## src/rtl/sipo_lsb_rx_pkg.sv

```systemverilog
// Shared types and helpers for the LSB-first serial-in/parallel-out receiver.
package sipo_lsb_rx_pkg;

    typedef enum logic [1:0] {
        IDLE  = 2'd0,
        SHIFT = 2'd1,
        PAR   = 2'd2,
        HOLD  = 2'd3
    } sipo_state_e;

    // Bit-counter width able to represent 0..dw inclusive.
    function automatic int unsigned cnt_w(input int unsigned dw);
        return $clog2(dw + 1);
    endfunction

endpackage

```

## src/rtl/sipo_lsb_rx_bit_counter.sv

```systemverilog
// Frame bit counter: synchronous clear / load-1, enabled saturating increment,
// terminal-count flag at TC.
module bit_counter #(
    parameter int unsigned W  = 3,
    parameter int unsigned TC = 4
) (
    input  logic         clk,
    input  logic         rst,
    input  logic         i_clr,
    input  logic         i_load1,
    input  logic         i_inc,
    output logic [W-1:0] o_cnt,
    output logic         o_tc_c
);

    logic [W-1:0] r_cnt;
    logic         w_tc;

    assign w_tc   = (r_cnt == W'(TC));
    assign o_cnt  = r_cnt;
    assign o_tc_c = w_tc;

    always_ff @(posedge clk or negedge rst) begin
        if (!rst) begin
            r_cnt <= '0;
        end else if (i_clr) begin
            r_cnt <= '0;
        end else if (i_load1) begin
            r_cnt <= W'(1);
        end else if (i_inc && !w_tc) begin
            r_cnt <= r_cnt + W'(1);
        end
    end

endmodule

```

## src/rtl/sipo_lsb_rx.sv

```systemverilog
// LSB-first serial receiver with valid/ready word output.
// Optional even-parity bit per frame when SIPO_LSB_RX_PARITY_EN is defined.
module sipo_lsb_rx #(
    parameter int unsigned DW = 4
) (
    input  logic          clk,
    input  logic          rst,
    input  logic          enb,
    input  logic          start,
    input  logic          sin,
    input  logic          out_ready,
    output logic [DW-1:0] out_data,
    output logic          out_valid,
    output logic          overrun,
    output logic          parity_err
);
    import sipo_lsb_rx_pkg::*;

    localparam int unsigned CW = cnt_w(DW);

    sipo_state_e   r_state;
    logic [DW-1:0] r_shreg;
    logic [DW-1:0] r_data;
    logic          r_valid;
    logic          r_overrun;
    logic          r_perr;

    logic [CW-1:0] w_cnt;
    logic          w_tc;
    logic          w_last;
    logic          w_clr;
    logic          w_load1;
    logic          w_inc;
    logic [DW-1:0] w_shift;

    // New bit enters at the MSB; after DW shifts bit 0 sits at the LSB.
    assign w_shift = DW'({sin, r_shreg} >> 1);
    assign w_last  = (w_cnt == CW'(DW - 1));

    bit_counter #(
        .W  (CW),
        .TC (DW)
    ) u_cnt (
        .clk     (clk),
        .rst     (rst),
        .i_clr   (w_clr),
        .i_load1 (w_load1),
        .i_inc   (w_inc),
        .o_cnt   (w_cnt),
        .o_tc_c  (w_tc)
    );

    // Counter control follows the same start/enable decisions as the FSM.
    always_comb begin
        w_clr   = 1'b0;
        w_load1 = 1'b0;
        w_inc   = 1'b0;
        case (r_state)
            IDLE:  w_load1 = enb && start;
            SHIFT: begin
                if (enb) begin
                    if (start) w_load1 = 1'b1;
                    else       w_inc   = 1'b1;
                end
            end
            HOLD: begin
                if (out_ready) begin
                    if (enb && start) w_load1 = 1'b1;
                    else              w_clr   = 1'b1;
                end
            end
            default: ;
        endcase
    end

    always_ff @(posedge clk or negedge rst) begin
        if (!rst) begin
            r_state   <= IDLE;
            r_shreg   <= '0;
            r_data    <= '0;
            r_valid   <= 1'b0;
            r_overrun <= 1'b0;
            r_perr    <= 1'b0;
        end else begin
            r_overrun <= 1'b0;
            case (r_state)
                IDLE: begin
                    if (enb && start) begin
                        r_shreg <= w_shift;
                        r_state <= SHIFT;
                    end
                end
                SHIFT: begin
                    if (enb) begin
                        r_shreg <= w_shift;
                        // A start here restarts the frame, so only a plain bit can complete it.
                        if (!start && w_last) begin
`ifdef SIPO_LSB_RX_PARITY_EN
                            r_state <= PAR;
`else
                            r_data  <= w_shift;
                            r_valid <= 1'b1;
                            r_state <= HOLD;
`endif
                        end
                    end
                end
`ifdef SIPO_LSB_RX_PARITY_EN
                PAR: begin
                    if (enb) begin
                        r_data  <= r_shreg;
                        r_perr  <= ^{sin, r_shreg};
                        r_valid <= 1'b1;
                        r_state <= HOLD;
                    end
                end
`endif
                HOLD: begin
                    if (out_ready) begin
                        r_valid <= 1'b0;
                        r_perr  <= 1'b0;
                        if (enb && start) begin
                            r_shreg <= w_shift;
                            r_state <= SHIFT;
                        end else begin
                            r_state <= IDLE;
                        end
                    end else if (enb && start) begin
                        r_overrun <= 1'b1;
                    end
                end
                default: r_state <= IDLE;
            endcase
        end
    end

    // Mid-frame the counter holds 1..DW-1, so it can never sit at terminal count.
    a_cnt_bound: assert property (@(posedge clk) disable iff (!rst)
        (r_state == SHIFT) |-> !w_tc);

    assign out_data   = r_data;
    assign out_valid  = r_valid;
    assign overrun    = r_overrun;
    assign parity_err = r_perr;

endmodule
```

## config.mk

```make
export PLATFORM = sky130hd
export DESIGN_NAME = sipo_lsb_rx
export DESIGN_NICKNAME = d
export VERILOG_FILES = /design/src/rtl/sipo_lsb_rx_pkg.sv /design/src/rtl/sipo_lsb_rx_bit_counter.sv /design/src/rtl/sipo_lsb_rx.sv
export SDC_FILE = /design/constraint.sdc
export NUM_CORES = 1
export LEC_CHECK = 0
export CAP_MARGIN = 40
export CORE_MARGIN = 2
export CORE_UTILIZATION = 44
export CTS_CLUSTER_SIZE = 14
export DETAILED_ROUTE_END_ITERATION = 10
export PLACE_DENSITY = 0.78
export SLEW_MARGIN = 20
export SYNTH_ARGS = -nofsm -noshare
export SYNTH_HDL_FRONTEND = slang
export SYNTH_SLANG_ARGS = --single-unit
```

## constraint.sdc

```tcl
create_clock -name clk -period 1.4 [get_ports clk]
set_input_delay 0.14 -clock clk [delete_from_list [all_inputs] [get_ports clk]]
set_output_delay 0.14 -clock clk [all_outputs]
set_load 0.01 [all_outputs]
```

==> results.json, run 1 <==
{
  "crit_required_ns": 1.57,
  "syn-num-nets": 71,
  "place_hpwl_um": 911,
  "ys_seq_area_share_pct": 48.7,
  "drtAntennaViolNets": 0,
  "hold_path_class": "in -> async",
  "crit_path_start_kind": "flip-flop",
  "dp.cells": 92,
  "cts_tree": "done",
  "p_leak_nw": 0.420,
  "fillers": 129,
  "synth_top_area_cell": "dfrtp_1",
  "grt_pass1_vias": 524,
  "initial_core_util_pct": 47.2,
  "core_um2": 1520,
  "layout.nets": 90,
  "crit_fanout": 4,
  "syn_inst": 62,
  "critPathArrivalTime_ns": 1.60,
  "dr.pass1.iters": 4,
  "skew_ns": 0.00219,
  "seqCellArea_um2": 350,
  "drt-total-wl_um": 1260,
  "placed_area_um2": 891,
  "synth_xor_area_share_pct": 0,
  "grt_pass1_wl_um": 2120,
  "final-max-slew-violation-count": 0,
  "synth_area_leaders": "dfrtp_1 (49%), mux2_2 (11%), ha_1 (5.2%)",
  "ys_seq_elements": 14,
  "synthFlopType": "dfrtp_1",
  "synth_fa_ha_area_share_pct": 5.22,
  "wire_per_inst_um": 13.1,
  "synth_compound_area_share_pct": 12.0,
  "cp-end-kind": "flip-flop",
  "final_cell_area_um2": 936,
  "syn_area_um2": 719,
  "insertion_delay_ns": 0.28,
  "remaining_drc_errors": 0,
  "die-area_um2": 1970,
  "track_usage_pct": 15.5,
  "grt_max_degree": 15,
  "clk_path_buf_depth": 2,
  "cts_root_buffer": "clkbuf_4",
  "gp_congestion": 0.725,
  "finalHoldViolCount": 0,
  "antenna_cells": 0,
  "fin_cells": 96,
  "num_vias": 527,
  "io_pins": 13,
  "holdBufCountCts": 0,
  "synth_top_area_share_pct": 48.7,
  "synth.avg_cell_area_um2": 11.6,
  "vias_per_cell": 5.49,
  "grt_setup_unrepaired": "true",
  "fin_crit_sh_pct": 101,
  "powerDensity_nw_per_um2": 1790,
  "portBuffers": 11,
  "drive_gt1_share_pct": 32.5,
  "grt-ovfl-total": 0,
  "synth_top_family_by_area": "simple AND/OR/NAND/NOR gates",
  "ir_drop_mv": 0.939,
  "rows": 14,
  "synth-edff-count": 0,
  "layout_commonest_cell": "dfrtp_1",
  "max_clock_freq_mhz": 704,
  "setup_violations": 4,
  "maxCapViolCount": 0,
  "yosys_warnings": 0,
  "die_y_um": 44.4,
  "outcome": "finished, violations left",
  "setup_slack_ns": -0.0208,
  "drt_iter0_drc": 7,
  "violations": "negative setup slack",
  "clk_transition_reported_paths_ns": 0.08,
  "multi_input_area_um2": 353,
  "fin_crit_ns": 1.42,
  "areaGrowthSynthToFinish_pct": 30.1,
  "cts_setup_buffers": 0,
  "die_w_um": 44.4,
  "grt_antenna_before_repair": 0,
  "htreeDepth": 1,
  "most-common-layout-cells": "dfrtp_1 (14), clkdlybuf4s50_1 (10), mux2_2 (7)",
  "yosys.area_share.simple_pct": 13.9,
  "path_class": "reg -> reg",
  "yosysUniqueCellTypes": 26,
  "cts.sink_count": 14,
  "cts_buffers": 3,
  "async_flop_share_pct": 100,
  "synthMuxAreaShare_pct": 13.7
}
metal layers:
metal | vias to the layer above | wire length (µm) | GRT usage, % | part of all wire, %
li1 | 251 | - | - | -
met1 | 259 | 605 | 20.4 | 48
met2 | 12 | 560 | 21.5 | 45
met4 | 0 | 42 | 12.7 | 3.3
met3 | 5 | 50 | 3.67 | 4.0
met5 | - | 0 | 0 | 0
flip-flops by register name, indices dropped and copies added (netlist names):
name / cells
overrun: 1
u_cnt.o_cnt: 3
r_state: 2
r_shreg: 3
out_data: 4
out_valid: 1
synthesized netlist by cell type, types with 2 or more instances:
cell type	number
a21oi_1	3
dfrtp_1	14
ha_1	3
inv_1	5
mux2_2	7
mux2i_1	2
nand2_1	4
nand3_1	3
nor2_1	2
o211ai_1	2
o21ai_0	2
cell families (layout without fill, tap and decap cells):
| kind of cell | count (synthesis) | after routing |
|---|---|---|
| AOI/OAI and AO/OA | 12 | 12 |
| other | 1 | 1 |
| DFF | 14 | 14 |
| adders and majority gates | 3 | 3 |
| buffers and inverters | 8 | 26 |
| muxes | 9 | 9 |
| and+or+nand+nor | 15 | 15 |
through the flow:
step	util (%)	setup WS (ns)	power, W	hold slack [ns]	setup TNS, ns
after floorplan	-	0.00866	0.00110	-0.156	0
after global placement	58.5	-0.183	0.00137	0.465	-0.964
after detailed placement	58.5	-0.175	0.00138	0.464	-0.919
after CTS	60.8	-0.0433	0.00169	0.145	-0.155
after global routing	61.4	-0.0905	0.00180	0.178	-0.487
final	61.4	-0.0208	0.00168	0.156	-0.0687
where the power goes:
group	leakage (nW)	internal, W	switching (W)
registers	0.167	0.000562	0.000110
logic	0.232	0.000413	0.000302
clock network	0.0210	0.000158	0.000130
timing repair:
| item | CTS | global route |
|---|---|---|
| gates cloned | 0 | 0 |
| setup endpoints to repair | 4 | 11 |
| endpoints found under the hold margin | 0 | 0 |
| gates resized for setup | 0 | 3 |
worst paths after layout:
| path | cells past startpoint | slack [ns] | start | endpoint |
|---|---|---|---|---|
| worst min register to register | 1 | 0.51 | r_shreg[1] | r_shreg[1] |
| worst max-delay path | 5 | -0.02 | u_cnt.o_cnt[0] | out_data[0] |
| max in group asynchronous | 2 | 1.08 | rst | r_shreg[2] |
| worst max register to register | 5 | -0.02 | u_cnt.o_cnt[0] | out_data[0] |
| worst min-delay path | 2 | 0.16 | rst | out_data[3] |
| min in group clk | 2 | 0.50 | sin | out_data[3] |
final cells by class:
class | count | area share [%]
tap | 16 | 2.14
multi-input combinational | 40 | 37.7
inverter | 5 | 2.01
sequential | 14 | 37.4
timing repair buffer | 17 | 16.8
clock buffer | 4 | 3.88
worst max-delay path, stage by stage (launching register included):
cell and delay (ns):
dfrtp_1 0.37, ha_2 0.20, ha_4 0.14, nand4b_4 0.11, nor2_4 0.15, mux2_2 0.34
Power figures use the tool's default switching activity.
==> run 2: changes to the inputs <==
--- a/config.mk
+++ b/config.mk
@@ -11,6 +11,7 @@
 export CTS_CLUSTER_SIZE = 14
 export DETAILED_ROUTE_END_ITERATION = 10
 export PLACE_DENSITY = 0.78
+export SETUP_SLACK_MARGIN = 0.1
 export SLEW_MARGIN = 20
 export SYNTH_ARGS = -nofsm -noshare
 export SYNTH_HDL_FRONTEND = slang
==> run 2 against run 1 <==
The run still ends with negative setup slack left. Clock-buffer cell count unchanged. Die area unchanged. Global-route usage up 0.26 points. Critical path type unchanged. Largest cell class unchanged.
==> results.json, run 2 (synthesis results as in run 1) <==
{
  "grt_pass1_wl_um": 2150,
  "setup_slack_ns": -0.0636,
  "combinationalPowerShare_pct": 46.3,
  "grt_pass1_vias": 523,
  "gp_congestion": 0.725,
  "fin_crit_ns": 1.46,
  "seqPwrFrac_pct": 37.5,
  "grt-ovfl-total": 0,
  "remaining_drc_errors": 0,
  "track_usage_pct": 15.7,
  "grt_setup_unrepaired": "true",
  "portBuffers": 11,
  "r2r-start": "u_cnt.o_cnt[0]",
  "final_cell_area_um2": 995,
  "hold_path_class": "in -> async",
  "dr.pass1.iters": 4,
  "pwr-share-clk_pct": 16.2,
  "crit_fanout": 4,
  "drt-total-wl_um": 1410,
  "p_leak_nw": 0.478,
  "io_pins": 13,
  "wl_met3_um": 68,
  "fin_crit_sh_pct": 105,
  "p_int_w": 0.00119,
  "dp.cells": 92,
  "ir_drop_mv": 0.959,
  "timing.hold.ws_ns": 0.153,
  "cts_root_buffer": "clkbuf_4",
  "drtAntennaViolNets": 0,
  "violations": "negative setup slack",
  "vias_per_cell": 5.59,
  "reg2reg_depth": 5,
  "clk_path_buf_depth": 2,
  "final_util_pct": 65.3,
  "setup-tns-final_ns": -0.234,
  "max_clock_freq_mhz": 683,
  "most-common-layout-cells": "dfrtp_1 (13), buf_4 (8), mux2_2 (5), dlygate4sd2_1 (5)",
  "die-area_um2": 1970,
  "final-max-slew-violation-count": 0,
  "met2_length_um": 661,
  "finalHoldViolCount": 0,
  "p_sw_w": 0.000609,
  "swShare_pct": 33.9,
  "crit_required_ns": 1.58,
  "fillers": 121,
  "antenna_cells": 0,
  "wire_per_inst_um": 14.2,
  "drt_iter0_drc": 14,
  "insertion_delay_ns": 0.28,
  "initial_core_util_pct": 47.2,
  "maxCapViolCount": 0,
  "skew_ns": 0.000574,
  "top_layer_used": "met4",
  "powerDensity_nw_per_um2": 1810,
  "seqCellArea_um2": 352,
  "layout_commonest_cell": "dfrtp_1",
  "grt_max_degree": 15,
  "multi_input_area_um2": 385,
  "core_um2": 1520,
  "crit_start": "u_cnt.o_cnt[0]",
  "crit_path_start_kind": "flip-flop",
  "num_vias": 553,
  "cp-end-kind": "flip-flop",
  "critPathArrivalTime_ns": 1.64,
  "fin_cells": 99,
  "placed_area_um2": 891,
  "place_hpwl_um": 911,
  "outcome": "finished, violations left",
  "layout.nets": 93,
  "cts_tree": "done",
  "path_class": "reg -> reg",
  "htreeDepth": 1,
  "rows": 14,
  "wl_met1_um": 632,
  "die_y_um": 44.4,
  "die_w_um": 44.4,
  "drive_gt1_share_pct": 39.8,
  "cts_buffers": 3,
  "clk_transition_reported_paths_ns": 0.08,
  "setup_violations": 4,
  "cts.sink_count": 14,
  "areaGrowthSynthToFinish_pct": 38.3,
  "grt_antenna_before_repair": 0,
  "largest_reg_flops": 4
}
## run 2: cell types whose count changed in the layout (fill, tap and decap cells not counted), moves of 2 or more
cell / delta
buf_4: +2
clkdlybuf4s50_1: -6
dlygate4sd2_1: +5
mux2_2: -2
mux2_4: +2
## run 2: through the flow
stage                     total power, W  worst slack, ns
after floorplan                  0.00110          0.00866
after global placement           0.00137           -0.183
after detailed placement         0.00138           -0.175
after CTS                        0.00166          -0.0433
after global routing             0.00192           -0.120
final                            0.00180          -0.0636
## run 2: area by class of cell
cell class / instances / share of cell area, %
flip-flops and latches: 14 / 35.3
inverters: 5 / 2.14
clock buffers: 4 / 3.65
well taps: 16 / 2.01
multi-input cells: 40 / 38.7
repair buffers: 20 / 18.1
## run 2: worst max-delay path: stages, from the launching register on
cell	delay (ns)
dfrtp_1	0.39
ha_2	0.20
ha_4	0.15
nand4b_4	0.12
nor2_4	0.15
mux2_2	0.35
## run 2: worst paths after layout
path	slack (ns)	to
worst max-delay path	-0.06	out_data[0]
worst min-delay path	0.15	u_cnt.o_cnt[1]
worst max register to register	-0.06	out_data[0]
worst min register to register	0.51	out_data[1]
max in group asynchronous	1.07	r_state[0]
min in group clk	0.34	overrun
## run 2: layer usage
layer / global-route usage, % / vias up
met3: 3.67 / 7
met4: 12.7 / 0
met2: 22.4 / 16
met5: 0 / -
met1: 20.4 / 273
li1: - / 257
## run 2: power groups by stage
stage	sequential, W	combinational, W	clock, W
2_1_floorplan	0.000686	0.000416	0
3_3_place_gp	0.000676	0.000691	0
3_5_place_dp	0.000681	0.000702	0
6_report	0.000674	0.000833	0.000291
5_1_grt	0.000694	0.000903	0.000321
4_1_cts	0.000673	0.000678	0.000306
## run 2: timing repair
action                     CTS  global route
gates resized for setup      7            12
setup endpoints to repair   15            11
buffers inserted             0             3
gates cloned                 0             0
hold buffers                 0             0
hold endpoints to repair     0             0
pin swaps                    0             5
